<file path="src/rtl/vga_timing_gen_pkg.sv">
// Shared VGA timing definitions: per-axis timing record, standard modes,
// and the bit layout of the {de,hs,vs} sync vector.
package vga_timing_gen_pkg;

  typedef struct packed {
    int unsigned active;
    int unsigned fp;
    int unsigned sync;
    int unsigned bp;
  } timing_t;

  typedef struct packed {
    timing_t h;
    timing_t v;
  } mode_t;

  localparam mode_t VGA_640x480_60 = '{
    h: '{active: 640, fp: 16, sync: 96,  bp: 48},
    v: '{active: 480, fp: 10, sync: 2,   bp: 33}
  };

  localparam mode_t VGA_800x600_72 = '{
    h: '{active: 800, fp: 56, sync: 120, bp: 64},
    v: '{active: 600, fp: 37, sync: 6,   bp: 23}
  };

  // Bit positions inside the sync vector; bits hold "active" flags,
  // polarity is applied only at the output pins.
  localparam int SIG_DE = 0;
  localparam int SIG_HS = 1;
  localparam int SIG_VS = 2;
  localparam int SIG_W  = 3;

  function automatic int unsigned total(timing_t t);
    return t.active + t.fp + t.sync + t.bp;
  endfunction

endpackage

</file>
<file path="src/rtl/vga_timing_gen_if.sv">
// Raster output bundle of the VGA timing generator.
interface vga_timing_gen_if
  import vga_timing_gen_pkg::*;
#(
  parameter int POS_W = 10
);
  logic             pix_tick_o;
  logic             VGA_clk_o;
  logic [POS_W-1:0] hpos_o;
  logic [POS_W-1:0] vpos_o;
  logic             display_enable_o;
  logic             hsync_no;
  logic             vsync_no;
  logic             line_start_o;
  logic             frame_start_o;

  modport master (
    output pix_tick_o, VGA_clk_o, hpos_o, vpos_o, display_enable_o,
           hsync_no, vsync_no, line_start_o, frame_start_o
  );

  modport slave (
    input  pix_tick_o, VGA_clk_o, hpos_o, vpos_o, display_enable_o,
           hsync_no, vsync_no, line_start_o, frame_start_o
  );
endinterface

</file>
<file path="src/rtl/vga_timing_gen_sync_delay_line.sv">
// Tick-gated shift register used to retard the sync vector so it lines up
// with a pipelined pixel renderer. DEPTH=0 is a plain wire.
module sync_delay_line
  import vga_timing_gen_pkg::*;
#(
  parameter int DEPTH = 0,
  parameter int W     = SIG_W
) (
  input  logic         clk_i,
  input  logic         reset_ni,
  input  logic         clr_i,
  input  logic         tick_i,
  input  logic [W-1:0] d_i,
  output logic [W-1:0] q_o
);

  if (DEPTH == 0) begin : g_pass
    logic unused_ctl;
    assign unused_ctl = ^{clk_i, reset_ni, clr_i, tick_i};
    assign q_o = d_i;
  end else begin : g_shift
    logic [W-1:0] sr_q [DEPTH];

    // Shift one stage per pixel tick; clear on reset or raster disable.
    always_ff @(posedge clk_i or negedge reset_ni) begin
      if (!reset_ni) begin
        for (int i = 0; i < DEPTH; i++) sr_q[i] <= '0;
      end else if (clr_i) begin
        for (int i = 0; i < DEPTH; i++) sr_q[i] <= '0;
      end else if (tick_i) begin
        sr_q[0] <= d_i;
        for (int i = 1; i < DEPTH; i++) sr_q[i] <= sr_q[i-1];
      end
    end

    assign q_o = sr_q[DEPTH-1];
  end

endmodule

</file>
<file path="src/rtl/vga_timing_gen.sv">
// VGA raster timing generator: pixel-tick divider, h/v raster counters,
// line/frame strobes and a delayable {de,hsync,vsync} output path.
module vga_timing_gen
  import vga_timing_gen_pkg::*;
#(
  parameter int unsigned CLK_DIV    = 2,
  parameter int unsigned H_ACTIVE   = 640,
  parameter int unsigned H_FP       = 16,
  parameter int unsigned H_SYNC     = 96,
  parameter int unsigned H_BP       = 48,
  parameter int unsigned V_ACTIVE   = 480,
  parameter int unsigned V_FP       = 10,
  parameter int unsigned V_SYNC     = 2,
  parameter int unsigned V_BP       = 33,
  parameter bit          H_SYNC_POL = 1'b0,
  parameter bit          V_SYNC_POL = 1'b0,
  parameter int unsigned OUT_DELAY  = 0,
  parameter int unsigned POS_W      = 10
) (
  input  logic              clk_i,
  input  logic              reset_ni,
  input  logic              enable_i,
  vga_timing_gen_if.master  vga
);

  localparam timing_t     H_TIM   = '{active: H_ACTIVE, fp: H_FP, sync: H_SYNC, bp: H_BP};
  localparam timing_t     V_TIM   = '{active: V_ACTIVE, fp: V_FP, sync: V_SYNC, bp: V_BP};
  localparam int unsigned H_TOTAL = total(H_TIM);
  localparam int unsigned V_TOTAL = total(V_TIM);
  localparam int          DIV_W   = $clog2(CLK_DIV);

  localparam logic [DIV_W-1:0] DIV_LAST = DIV_W'(CLK_DIV - 1);
  localparam logic [DIV_W-1:0] DIV_HALF = DIV_W'(CLK_DIV / 2);
  localparam logic [POS_W-1:0] H_LAST   = POS_W'(H_TOTAL - 1);
  localparam logic [POS_W-1:0] V_LAST   = POS_W'(V_TOTAL - 1);
  localparam logic [POS_W-1:0] H_VIS    = POS_W'(H_ACTIVE);
  localparam logic [POS_W-1:0] V_VIS    = POS_W'(V_ACTIVE);
  localparam logic [POS_W-1:0] HS_BEG   = POS_W'(H_ACTIVE + H_FP);
  localparam logic [POS_W-1:0] HS_END   = POS_W'(H_ACTIVE + H_FP + H_SYNC);
  localparam logic [POS_W-1:0] VS_BEG   = POS_W'(V_ACTIVE + V_FP);
  localparam logic [POS_W-1:0] VS_END   = POS_W'(V_ACTIVE + V_FP + V_SYNC);

  if (CLK_DIV < 2 || (CLK_DIV % 2) != 0) begin : g_bad_div
    $error("vga_timing_gen: CLK_DIV must be even and >= 2");
  end
  if (H_TOTAL >= (1 << POS_W) || V_TOTAL >= (1 << POS_W)) begin : g_bad_pos
    $error("vga_timing_gen: POS_W too narrow for H_TOTAL/V_TOTAL");
  end
  if (OUT_DELAY > 7) begin : g_bad_dly
    $error("vga_timing_gen: OUT_DELAY must be 0..7");
  end

  logic [DIV_W-1:0] div_q, div_d;
  logic             vclk_q, vclk_d;
  logic [POS_W-1:0] hpos_q, hpos_d;
  logic [POS_W-1:0] vpos_q, vpos_d;
  logic             ls_q, ls_d;
  logic             fs_q, fs_d;
  logic [SIG_W-1:0] sig_q, sig_d;
  logic [SIG_W-1:0] sig_dly;
  logic             pix_tick;
  logic             h_wrap;
  logic             v_wrap;

  // Next-state for divider, raster counters, strobes and the raw sync
  // vector; the sync vector is computed from the post-tick counts so the
  // undelayed outputs always agree with hpos_o/vpos_o.
  always_comb begin
    pix_tick = (div_q == DIV_LAST);
    h_wrap   = (hpos_q == H_LAST);
    v_wrap   = (vpos_q == V_LAST);
    div_d    = pix_tick ? '0 : div_q + 1'b1;
    vclk_d   = (div_d >= DIV_HALF);
    hpos_d   = hpos_q;
    vpos_d   = vpos_q;
    sig_d    = sig_q;
    if (pix_tick) begin
      hpos_d = h_wrap ? '0 : hpos_q + 1'b1;
      if (h_wrap) vpos_d = v_wrap ? '0 : vpos_q + 1'b1;
      sig_d[SIG_DE] = (hpos_d < H_VIS) && (vpos_d < V_VIS);
      sig_d[SIG_HS] = (hpos_d >= HS_BEG) && (hpos_d < HS_END);
      sig_d[SIG_VS] = (vpos_d >= VS_BEG) && (vpos_d < VS_END);
    end
    ls_d = pix_tick && h_wrap;
    fs_d = ls_d && v_wrap;
  end

  // State registers; disable behaves like a synchronous reset.
  always_ff @(posedge clk_i or negedge reset_ni) begin
    if (!reset_ni) begin
      div_q  <= '0;
      vclk_q <= 1'b0;
      hpos_q <= '0;
      vpos_q <= '0;
      ls_q   <= 1'b0;
      fs_q   <= 1'b0;
      sig_q  <= '0;
    end else if (!enable_i) begin
      div_q  <= '0;
      vclk_q <= 1'b0;
      hpos_q <= '0;
      vpos_q <= '0;
      ls_q   <= 1'b0;
      fs_q   <= 1'b0;
      sig_q  <= '0;
    end else begin
      div_q  <= div_d;
      vclk_q <= vclk_d;
      hpos_q <= hpos_d;
      vpos_q <= vpos_d;
      ls_q   <= ls_d;
      fs_q   <= fs_d;
      sig_q  <= sig_d;
    end
  end

  sync_delay_line #(
    .DEPTH (OUT_DELAY),
    .W     (SIG_W)
  ) u_dly (
    .clk_i    (clk_i),
    .reset_ni (reset_ni),
    .clr_i    (!enable_i),
    .tick_i   (pix_tick),
    .d_i      (sig_q),
    .q_o      (sig_dly)
  );

  assign vga.pix_tick_o       = pix_tick;
  assign vga.VGA_clk_o        = vclk_q;
  assign vga.hpos_o           = hpos_q;
  assign vga.vpos_o           = vpos_q;
  assign vga.line_start_o     = ls_q;
  assign vga.frame_start_o    = fs_q;
  assign vga.display_enable_o = sig_dly[SIG_DE];
  assign vga.hsync_no         = sig_dly[SIG_HS] ? H_SYNC_POL : ~H_SYNC_POL;
  assign vga.vsync_no         = sig_dly[SIG_VS] ? V_SYNC_POL : ~V_SYNC_POL;

endmodule

</file>
<file path="src/flat_wrapper.sv">
// flat-port wrapper written by rule: the top's interface ports become plain ports
module vga_timing_gen_flat import vga_timing_gen_pkg::*;
#(
  parameter int unsigned CLK_DIV    = 2,
  parameter int unsigned H_ACTIVE   = 640,
  parameter int unsigned H_FP       = 16,
  parameter int unsigned H_SYNC     = 96,
  parameter int unsigned H_BP       = 48,
  parameter int unsigned V_ACTIVE   = 480,
  parameter int unsigned V_FP       = 10,
  parameter int unsigned V_SYNC     = 2,
  parameter int unsigned V_BP       = 33,
  parameter bit          H_SYNC_POL = 1'b0,
  parameter bit          V_SYNC_POL = 1'b0,
  parameter int unsigned OUT_DELAY  = 0,
  parameter int unsigned POS_W      = 10
)
  (clk_i, reset_ni, enable_i, vga_pix_tick_o, vga_VGA_clk_o, vga_hpos_o, vga_vpos_o, vga_display_enable_o, vga_hsync_no, vga_vsync_no, vga_line_start_o, vga_frame_start_o);
  vga_timing_gen_if #(.POS_W(POS_W)) vga_i ();
  input  logic clk_i;
  input  logic reset_ni;
  input  logic enable_i;
  output wire logic [$bits(vga_i.pix_tick_o)-1:0] vga_pix_tick_o;
  output wire logic [$bits(vga_i.VGA_clk_o)-1:0] vga_VGA_clk_o;
  output wire logic [$bits(vga_i.hpos_o)-1:0] vga_hpos_o;
  output wire logic [$bits(vga_i.vpos_o)-1:0] vga_vpos_o;
  output wire logic [$bits(vga_i.display_enable_o)-1:0] vga_display_enable_o;
  output wire logic [$bits(vga_i.hsync_no)-1:0] vga_hsync_no;
  output wire logic [$bits(vga_i.vsync_no)-1:0] vga_vsync_no;
  output wire logic [$bits(vga_i.line_start_o)-1:0] vga_line_start_o;
  output wire logic [$bits(vga_i.frame_start_o)-1:0] vga_frame_start_o;
  assign vga_pix_tick_o = vga_i.pix_tick_o;
  assign vga_VGA_clk_o = vga_i.VGA_clk_o;
  assign vga_hpos_o = vga_i.hpos_o;
  assign vga_vpos_o = vga_i.vpos_o;
  assign vga_display_enable_o = vga_i.display_enable_o;
  assign vga_hsync_no = vga_i.hsync_no;
  assign vga_vsync_no = vga_i.vsync_no;
  assign vga_line_start_o = vga_i.line_start_o;
  assign vga_frame_start_o = vga_i.frame_start_o;
  vga_timing_gen #(.CLK_DIV(CLK_DIV), .H_ACTIVE(H_ACTIVE), .H_FP(H_FP), .H_SYNC(H_SYNC), .H_BP(H_BP), .V_ACTIVE(V_ACTIVE), .V_FP(V_FP), .V_SYNC(V_SYNC), .V_BP(V_BP), .H_SYNC_POL(H_SYNC_POL), .V_SYNC_POL(V_SYNC_POL), .OUT_DELAY(OUT_DELAY), .POS_W(POS_W)) u_core (.clk_i(clk_i), .reset_ni(reset_ni), .enable_i(enable_i), .vga(vga_i));
endmodule
</file>
<file path="config.mk">
export PLATFORM = sky130hd
export DESIGN_NAME = vga_timing_gen_flat
export DESIGN_NICKNAME = d
export VERILOG_FILES = /design/src/rtl/vga_timing_gen_pkg.sv /design/src/rtl/vga_timing_gen_if.sv /design/src/rtl/vga_timing_gen_sync_delay_line.sv /design/src/rtl/vga_timing_gen.sv /design/src/flat_wrapper.sv
export SDC_FILE = /design/constraint.sdc
export NUM_CORES = 1
export LEC_CHECK = 0
export CAP_MARGIN = 20
export CORE_UTILIZATION = 40
export CTS_CLUSTER_DIAMETER = 100
export CTS_CLUSTER_SIZE = 28
export DETAILED_ROUTE_END_ITERATION = 10
export PLACE_DENSITY = 0.72
export REMOVE_ABC_BUFFERS = 1
export SYNTH_ARGS = -nofsm -noshare
export SYNTH_HDL_FRONTEND = slang
export SYNTH_HIERARCHICAL = 1
export SYNTH_SLANG_ARGS = --single-unit
</file>
<file path="constraint.sdc">
create_clock -name clk_i -period 2.3 [get_ports clk_i]
set_clock_uncertainty 0.1 [all_clocks]
set_input_delay 0.46 -clock clk_i [delete_from_list [all_inputs] [get_ports clk_i]]
set_output_delay 0.46 -clock clk_i [all_outputs]
set_load 0.05 [all_outputs]
</file>
==> flow_results.xml, run 1 <==
<?xml version="1.0" encoding="UTF-8"?>
<metrics>
  <group name="outcome">
    <metric name="run_status" unit="">completed</metric>
  </group>
  <group name="critical_path">
    <metric name="cp_num_buf_inv" unit="">1</metric>
    <metric name="critical-path-max-stage-delay" unit="ns">0.87</metric>
    <metric name="path_max_fanout" unit="">10</metric>
    <metric name="critical_path.startpoint_type" unit="">register</metric>
    <metric name="crit_start" unit="">u_core/vga.hpos_o[3]$_DFFE_PN0N_</metric>
    <metric name="crit_required" unit="ns">1.74</metric>
    <metric name="crit_family" unit="">buffers and inverters</metric>
    <metric name="timing.critical_path.slowest_stage_cell" unit="">clkdlybuf4s50_1</metric>
    <metric name="regToRegStartpoint" unit="">u_core/vga.hpos_o[6]$_DFFE_PN0N_</metric>
    <metric name="path_cells" unit="">clkdlybuf4s50_1</metric>
    <metric name="type_of_the_setup_path_with_the_least_slack" unit="">register to primary output</metric>
    <metric name="worst_setup_path_end_kind" unit="">primary output</metric>
    <metric name="critical_path_arrival" unit="ns">1.65</metric>
  </group>
  <group name="drt">
    <metric name="top_layer_used" unit="">met4</metric>
    <metric name="detail_route.wirelength" unit="mm">4.797</metric>
    <metric name="routed-wl-met3" unit="µm">277</metric>
    <metric name="detail_route.vias_per_cell" unit="">6.017</metric>
    <metric name="wire_per_inst" unit="µm">16.04</metric>
    <metric name="met2_wirelength" unit="mm">2.244</metric>
    <metric name="detail_route.wirelength.met1" unit="mm">2.217</metric>
    <metric name="drt_pass1_iterations" unit="">4</metric>
    <metric name="ant_nets" unit="">0</metric>
    <metric name="number_of_vias_after_detailed_routing" unit="">1799</metric>
    <metric name="drc" unit="">0</metric>
    <metric name="initialDrtViolationCount" unit="">143</metric>
  </group>
  <group name="sta">
    <metric name="setup_ws" unit="ns">0.08551</metric>
    <metric name="fin_tns_setup" unit="ns">0</metric>
    <metric name="report.final.setup_viol" unit="">0</metric>
    <metric name="max_freq" unit="MHz">451.6</metric>
    <metric name="worstMarginPinSlew" unit="ns">0.5908</metric>
    <metric name="final_min_period_over_clock_period" unit="%">96.28</metric>
    <metric name="timing.max_slew.rel_slack" unit="%">60.61</metric>
    <metric name="slew_viol_final" unit="">0</metric>
    <metric name="grt_setup_unrepaired" unit="">no</metric>
    <metric name="finalCriticalPeriod" unit="ns">2.214</metric>
    <metric name="finalHoldViolCount" unit="">0</metric>
  </group>
  <group name="yosys">
    <metric name="leading_cell_types_by_total_area_after_synthesis" unit="">dfrtp_1 37%, nand2_1 4.0%, nand3_1 3.4%</metric>
    <metric name="netlist_area" unit="µm²">1782</metric>
    <metric name="yosys_register_bits" unit="">26</metric>
    <metric name="synth_flop_cell" unit="">dfrtp_1</metric>
    <metric name="synth_most_common_cell" unit="">dfrtp_1</metric>
    <metric name="synth.cells.most_frequent" unit="">26 x dfrtp_1, 19 x nand2_1, 16 x nor2_1</metric>
    <metric name="post-synth-top-area-fraction" unit="%">36.52</metric>
    <metric name="synth-warning-count" unit="">6</metric>
    <metric name="synth.lib_cells_used.distinct" unit="">53</metric>
    <metric name="syn_avg_cell_area" unit="µm²">8.484</metric>
    <metric name="seq_area_frac_synth" unit="%">36.52</metric>
    <metric name="synth_cells" unit="">210</metric>
    <metric name="synthDominantAreaCellType" unit="">dfrtp_1</metric>
    <metric name="synth_enable_flop_cells" unit="">0</metric>
    <metric name="ys_async_sr_fraction" unit="%">100.0</metric>
  </group>
  <group name="clocking">
    <metric name="clk_latency" unit="ns">0.27</metric>
    <metric name="post_cts_hold_buffer_count" unit="">0</metric>
    <metric name="cts_inserted_buffers" unit="">3</metric>
    <metric name="number_of_levels_in_the_clock_h_tree" unit="">1</metric>
    <metric name="cts_setup_buffers" unit="">0</metric>
    <metric name="clk_pin_slew" unit="ns">0.09</metric>
    <metric name="cts.root.buffer_cell" unit="">clkbuf_8</metric>
    <metric name="cts_tree" unit="">yes</metric>
    <metric name="clock_sinks" unit="">26</metric>
    <metric name="ctsLongestPathBuffers" unit="">2</metric>
  </group>
  <group name="power_and_ir_drop">
    <metric name="power.density_cell_area" unit="nW/µm²">390.2</metric>
    <metric name="switching_share" unit="%">26.28</metric>
    <metric name="combinationalPowerShare" unit="%">13.1</metric>
    <metric name="cellInternalPower" unit="W">0.0006597</metric>
    <metric name="p_leak" unit="nW">0.9389</metric>
    <metric name="fin_total_pwr" unit="W">0.0008949</metric>
    <metric name="share_clk_of_total_power" unit="%">34.1</metric>
    <metric name="p_switching" unit="W">0.0002352</metric>
    <metric name="worst_voltage_drop_across_the_vdd_grid" unit="mV">0.2089</metric>
    <metric name="power_frac_seq" unit="%">52.8</metric>
  </group>
  <group name="finish">
    <metric name="syn_to_final_growth" unit="%">28.72</metric>
    <metric name="nets" unit="">256</metric>
    <metric name="layout_cell_share_with_drive_strength_beyond_1" unit="%">18.47</metric>
    <metric name="antenna_cells" unit="">0</metric>
  </group>
  <group name="placement">
    <metric name="dp_hpwl" unit="mm">3.418</metric>
    <metric name="portBuffers" unit="">29</metric>
    <metric name="place_worst_setup_slack" unit="ns">0.1419</metric>
    <metric name="gp_congestion" unit="">0.8910</metric>
  </group>
  <group name="floorplanning">
    <metric name="core_area" unit="µm²">4144</metric>
    <metric name="die_area" unit="µm²">4725</metric>
    <metric name="fp-row-count" unit="">23</metric>
    <metric name="die_span_x" unit="µm">68.74</metric>
    <metric name="initial_utilization" unit="%">43.00</metric>
    <metric name="die_h" unit="µm">68.74</metric>
    <metric name="io_pins" unit="">30</metric>
  </group>
  <group name="global_routing">
    <metric name="grt_remaining_overflow" unit="">0</metric>
    <metric name="grt_first_pass_wirelength" unit="mm">7.914</metric>
    <metric name="vias_in_the_first_global_route" unit="">1636</metric>
    <metric name="antenna_found_initial" unit="">0</metric>
    <metric name="grt_usage" unit="%">22.38</metric>
    <metric name="grt_start_max_net_pins" unit="">27</metric>
  </group>
  <group name="worst_hold_path">
    <metric name="startpoint_of_the_worst_hold_path" unit="">u_core/sig_q[1]$_DFFE_PN0N_</metric>
    <metric name="holdCritPathClass" unit="">register to register</metric>
  </group>
  <group name="job">
    <metric name="max_cap_violations" unit="">0</metric>
  </group>
</metrics>
==> registers in the layout, summed over array words and instances, names as in the netlist <==
name and count:
u_core/vga.line_start_o 1, u_core/vga.vpos_o 10, u_core/vga.hpos_o 10, u_core/sig_q 3
u_core/vga.frame_start_o 1, u_core/vga.pix_tick_o 1
==> final timing paths <==
path / end / slack, ns / cells past startpoint
min in group asynchronous: u_core/vga.hpos_o[8]$_DFFE_PN0N_ / 0.45 / 2
worst min-delay path: u_core/sig_q[1]$_DFFE_PN0N_ / 0.40 / 2
worst min register to register: u_core/sig_q[1]$_DFFE_PN0N_ / 0.40 / 2
worst max register to register: u_core/sig_q[2]$_DFFE_PN0N_ / 0.11 / 4
max in group asynchronous: u_core/vga.hpos_o[2]$_DFFE_PN0N_ / 1.37 / 2
worst max-delay path: vga_hpos_o[3] / 0.09 / 1
==> power groups by stage <==
stage                     Combinational, W  Clock (W)  Sequential (W)
after floorplan                  0.0000258          0        0.000511
after global placement            0.000117          0        0.000481
after detailed placement          0.000118          0        0.000482
after CTS                         0.000118   0.000308        0.000473
after global routing              0.000126   0.000327        0.000474
final                             0.000117   0.000305        0.000473
==> logic make-up after synthesis <==
kind of cell | share of synthesized area (%)
and+or+nand+nor | 29.70
AOI/OAI and AO/OA | 20.79
buffers and inverters | 7.374
DFF | 36.52
xor gates and xnor gates | 2.950
adders and majority gates | 2.107
muxes | 0.5618
==> layout by cell type, fill, tap and decap left out, types with 3 or more instances in the layout <==
cell | synthesis | final
a311oi_1 | 4 | 4
clkbuf_8 | 0 | 4
nor2_1 | 16 | 16
nand3_1 | 12 | 12
a211oi_1 | 3 | 3
or3_1 | 5 | 5
and3_1 | 4 | 3
a31oi_1 | 8 | 8
inv_1 | 7 | 7
o31ai_1 | 3 | 3
xor2_1 | 3 | 3
xnor2_1 | 3 | 3
nor3_1 | 5 | 5
dfrtp_1 | 26 | 25
a21oi_1 | 11 | 11
nand2_1 | 19 | 19
and2_1 | 4 | 4
nand4_1 | 7 | 7
ha_1 | 3 | 3
nor2b_1 | 3 | 3
o21ai_0 | 7 | 6
clkdlybuf4s50_1 | 0 | 25
buf_4 | 4 | 27
a21o_1 | 3 | 3
==> timing repair <==
item,CTS,global route
setup endpoints to repair,0,4
hold endpoints to repair,0,0
resized for setup,0,3
==> area by class of cell <==
class	instances	area [µm²]
Fill cell	400	1851
Sequential cell	26	651.9
Multi-Input combinational cell	157	1001
Clock buffer	4	55.05
Inverter	8	30.03
Tap cell	50	62.56
Timing Repair Buffer	54	493.0
==> layer usage <==
metal | vias up | track usage, %
li1 | 851 | -
met1 | 880 | 32.90
met2 | 62 | 34.07
met3 | 6 | 2.632
met4 | 0 | 6.633
met5 | - | 0
==> metrics by stage <==
stage | instances | cell area (µm²) | utilization (%) | hold slack, ns
global route | 299 | 2293 | 55.34 | 0.4315
detailed placement | 295 | 2236 | 53.96 | 0.3855
global placement | 295 | 2236 | 53.96 | 0.3708
floorplan | 191 | 1680 | - | 0.06441
finish | 299 | 2293 | 55.34 | 0.3984
CTS | 299 | 2291 | 55.28 | 0.4071
(Power assumes the default switching activity.)
==> run 2: changes to the inputs <==
- GPL_ROUTABILITY_DRIVEN: not set -> 0
- SYNTH_HIERARCHICAL: 1 -> not set
==> run 2 against run 1 <==
Net effect:
- non-clock buffer count shrank 17
- area after synthesis up 0.77%
- largest cell class unchanged
- fmax decreased by 0.81%
- via count fell by 14%
- synthesized cell count shrank 7.1%
- sequential share of layout area rose by 1.7 points
- power fell by 5.0%
- worst hold slack worse by 0.011 ns
- sequential power down 0.8%
- flip-flop and latch count is the same
==> flow_results.xml, run 2 <==
<?xml version="1.0" encoding="UTF-8"?>
<metrics>
  <group name="critical_path">
    <metric name="regToRegStartpoint" unit="">u_core.vga.hpos_o[1]$_DFFE_PN0N_</metric>
    <metric name="critical-path-max-stage-delay" unit="ns">0.87</metric>
    <metric name="cp_num_buf_inv" unit="">1</metric>
    <metric name="crit_family" unit="">buffers and inverters</metric>
    <metric name="path_cells" unit="">clkdlybuf4s50_1</metric>
    <metric name="crit_required" unit="ns">1.74</metric>
    <metric name="cp.depth" unit="">1</metric>
    <metric name="path_max_fanout" unit="">11</metric>
    <metric name="crit_start" unit="">u_core.vga.vpos_o[2]$_DFFE_PN0N_</metric>
    <metric name="worst_setup_path_end_kind" unit="">primary output</metric>
    <metric name="critical_path_arrival" unit="ns">1.67</metric>
    <metric name="timing.critical_path.slowest_stage_cell" unit="">clkdlybuf4s50_1</metric>
    <metric name="reg2regPathDepth" unit="">5</metric>
    <metric name="critical_path.startpoint_type" unit="">register</metric>
    <metric name="type_of_the_setup_path_with_the_least_slack" unit="">register to primary output</metric>
  </group>
  <group name="yosys">
    <metric name="synth_most_common_cell" unit="">dfrtp_1</metric>
    <metric name="leading_cell_types_by_total_area_after_synthesis" unit="">dfrtp_1 36%, nand2_1 3.8%, a21boi_0 3.3%</metric>
    <metric name="yosys_register_bits" unit="">26</metric>
    <metric name="seq_area_frac_synth" unit="%">36.24</metric>
    <metric name="post-synth-top-area-fraction" unit="%">36.24</metric>
    <metric name="synth_cells" unit="">195</metric>
    <metric name="synth_flop_cell" unit="">dfrtp_1</metric>
    <metric name="syn_avg_cell_area" unit="µm²">9.208</metric>
    <metric name="synth_enable_flop_cells" unit="">0</metric>
    <metric name="synthDominantAreaCellType" unit="">dfrtp_1</metric>
    <metric name="synth-warning-count" unit="">0</metric>
    <metric name="netlist_area" unit="µm²">1795</metric>
    <metric name="ys_async_sr_fraction" unit="%">100.0</metric>
    <metric name="synth.lib_cells_used.distinct" unit="">54</metric>
    <metric name="synth.cells.most_frequent" unit="">26 x dfrtp_1, 18 x nand2_1, 10 x nand3_1, 10 x o21ai_0, 9 x and2_1</metric>
  </group>
  <group name="drt">
    <metric name="initialDrtViolationCount" unit="">106</metric>
    <metric name="wire_per_inst" unit="µm">15.22</metric>
    <metric name="drt_pass1_iterations" unit="">4</metric>
    <metric name="number_of_vias_after_detailed_routing" unit="">1549</metric>
    <metric name="detail_route.vias_per_cell" unit="">5.716</metric>
    <metric name="detail_route.wirelength" unit="mm">4.124</metric>
    <metric name="ant_nets" unit="">0</metric>
    <metric name="drc" unit="">0</metric>
  </group>
  <group name="finish">
    <metric name="syn_to_final_growth" unit="%">20.14</metric>
    <metric name="nets" unit="">228</metric>
    <metric name="nFillCells" unit="">413</metric>
    <metric name="mostFrequentLayoutCell" unit="">dfrtp_1</metric>
    <metric name="antenna_cells" unit="">0</metric>
    <metric name="layout_cell_share_with_drive_strength_beyond_1" unit="%">11.76</metric>
    <metric name="layout.cells.most_common_list" unit="">26 x dfrtp_1, 25 x clkdlybuf4s50_1, 18 x nand2_1</metric>
  </group>
  <group name="sta">
    <metric name="final_min_period_over_clock_period" unit="%">97.07</metric>
    <metric name="timing.hold.ws" unit="ns">0.3877</metric>
    <metric name="max_freq" unit="MHz">447.9</metric>
    <metric name="timing.max_slew.rel_slack" unit="%">66.17</metric>
    <metric name="slew_viol_final" unit="">0</metric>
    <metric name="report.final.setup_viol" unit="">0</metric>
    <metric name="fin_tns_setup" unit="ns">0</metric>
    <metric name="finalCriticalPeriod" unit="ns">2.233</metric>
    <metric name="worstMarginPinSlew" unit="ns">0.5059</metric>
    <metric name="finalHoldViolCount" unit="">0</metric>
  </group>
  <group name="floorplanning">
    <metric name="io_pins" unit="">30</metric>
    <metric name="core_area" unit="µm²">4144</metric>
    <metric name="die_h" unit="µm">69.00</metric>
    <metric name="fp-row-count" unit="">23</metric>
    <metric name="initial_utilization" unit="%">43.33</metric>
    <metric name="die_span_x" unit="µm">69.00</metric>
    <metric name="die_area" unit="µm²">4760</metric>
  </group>
  <group name="clocking">
    <metric name="cts.root.buffer_cell" unit="">clkbuf_8</metric>
    <metric name="clk_pin_slew" unit="ns">0.09</metric>
    <metric name="cts_tree" unit="">yes</metric>
    <metric name="cts_setup_buffers" unit="">0</metric>
    <metric name="cts_inserted_buffers" unit="">3</metric>
    <metric name="number_of_levels_in_the_clock_h_tree" unit="">1</metric>
    <metric name="ctsLongestPathBuffers" unit="">2</metric>
    <metric name="clk_latency" unit="ns">0.28</metric>
    <metric name="clock_sinks" unit="">26</metric>
  </group>
  <group name="global_routing">
    <metric name="antenna_found_initial" unit="">0</metric>
    <metric name="grt_first_pass_wirelength" unit="mm">6.803</metric>
    <metric name="vias_in_the_first_global_route" unit="">1360</metric>
    <metric name="grt_remaining_overflow" unit="">0</metric>
    <metric name="grt_usage" unit="%">19.62</metric>
    <metric name="grt_start_max_net_pins" unit="">27</metric>
  </group>
  <group name="placement">
    <metric name="dp_hpwl" unit="mm">2.870</metric>
    <metric name="portBuffers" unit="">29</metric>
  </group>
  <group name="worst_hold_path">
    <metric name="startpoint_of_the_worst_hold_path" unit="">u_core.sig_q[1]$_DFFE_PN0N_</metric>
    <metric name="worstHoldPathCells" unit="">2</metric>
    <metric name="holdCritPathClass" unit="">register to register</metric>
  </group>
  <group name="outcome">
    <metric name="run_status" unit="">completed</metric>
  </group>
  <group name="power_and_ir_drop">
    <metric name="p_leak" unit="nW">0.8547</metric>
    <metric name="worst_voltage_drop_across_the_vdd_grid" unit="mV">0.2186</metric>
    <metric name="power.density_cell_area" unit="nW/µm²">394.2</metric>
  </group>
  <group name="job">
    <metric name="max_cap_violations" unit="">0</metric>
  </group>
</metrics>
==> run 2: report_power, final <==
group	switching, W	internal, W
registers	0.00000672	0.000462
clock network	0.000148	0.000154
logic	0.0000527	0.0000273
==> run 2: worst min-delay path, cell delays in order (launching register included) <==
cell and delay [ns]:
dfrtp_1 0.35, nand2_1 0.05, o41ai_1 0.05
==> run 2: layer usage <==
| layer | up-vias | global-route usage (%) | share of wire (%) |
|---|---|---|---|
| met3 | 5 | 2.961 | 3.3 |
| li1 | 777 | - | - |
| met5 | - | 0 | 0 |
| met4 | 0 | 9.184 | 1.9 |
| met2 | 29 | 27.43 | 44 |
| met1 | 738 | 29.02 | 51 |
==> run 2: per-stage QoR <==
step | setup slack [ns] | cell area, µm² | util, % | cells | power [W]
3_3_place_gp | 0.1620 | 2096 | 50.57 | 267 | 0.0005584
2_1_floorplan | -0.1726 | 1688 | - | 180 | 0.0005165
5_1_grt | -0.01347 | 2157 | 52.05 | 271 | 0.0008894
4_1_cts | 0.02531 | 2151 | 51.90 | 271 | 0.0008694
3_5_place_dp | 0.09471 | 2096 | 50.57 | 267 | 0.0005587
6_report | 0.06742 | 2157 | 52.05 | 271 | 0.0008504
==> run 2: path summary, 6_finish.rpt <==
check | slack (ns) | to
worst max-delay path | 0.07 | vga_vpos_o[2]
worst min-delay path | 0.39 | u_core.sig_q[1]$_DFFE_PN0N_
worst max register to register | 0.14 | u_core.vga.vpos_o[6]$_DFFE_PN0N_
worst min register to register | 0.39 | u_core.sig_q[1]$_DFFE_PN0N_
max in group asynchronous | 1.41 | u_core.vga.hpos_o[3]$_DFFE_PN0N_
min in group asynchronous | 0.44 | u_core.vga.vpos_o[0]$_DFFE_PN0N_
==> run 2: repair_timing <==
item,4_1_cts,5_1_grt
endpoints found under the setup margin,0,13
gates resized for setup,0,3
hold buffers,0,0
==> run 2: cells by family (layout without fill, tap and decap cells) <==
| logic type | Yosys count | after routing | synth area share, % |
|---|---|---|---|
| xor+xnor | 7 | 7 | 3.415 |
| fa+ha+maj | 3 | 3 | 2.091 |
| compound gates | 51 | 51 | 20.42 |
| mux | 1 | 1 | 0.6271 |
| flops | 26 | 26 | 36.24 |
| simple gates | 85 | 85 | 29.76 |
| buf+inv | 22 | 48 | 7.457 |
==> run 2: cell type report <==
type                       instances  area (µm²)  area share [%]
tap                               50       62.56           2.900
timing repair buffer              37       350.3           16.24
inverter                           7       26.28           1.218
multi-input combinational        147        1012           46.93
clock buffer                       4       55.05           2.552
sequential                        26       650.6           30.16
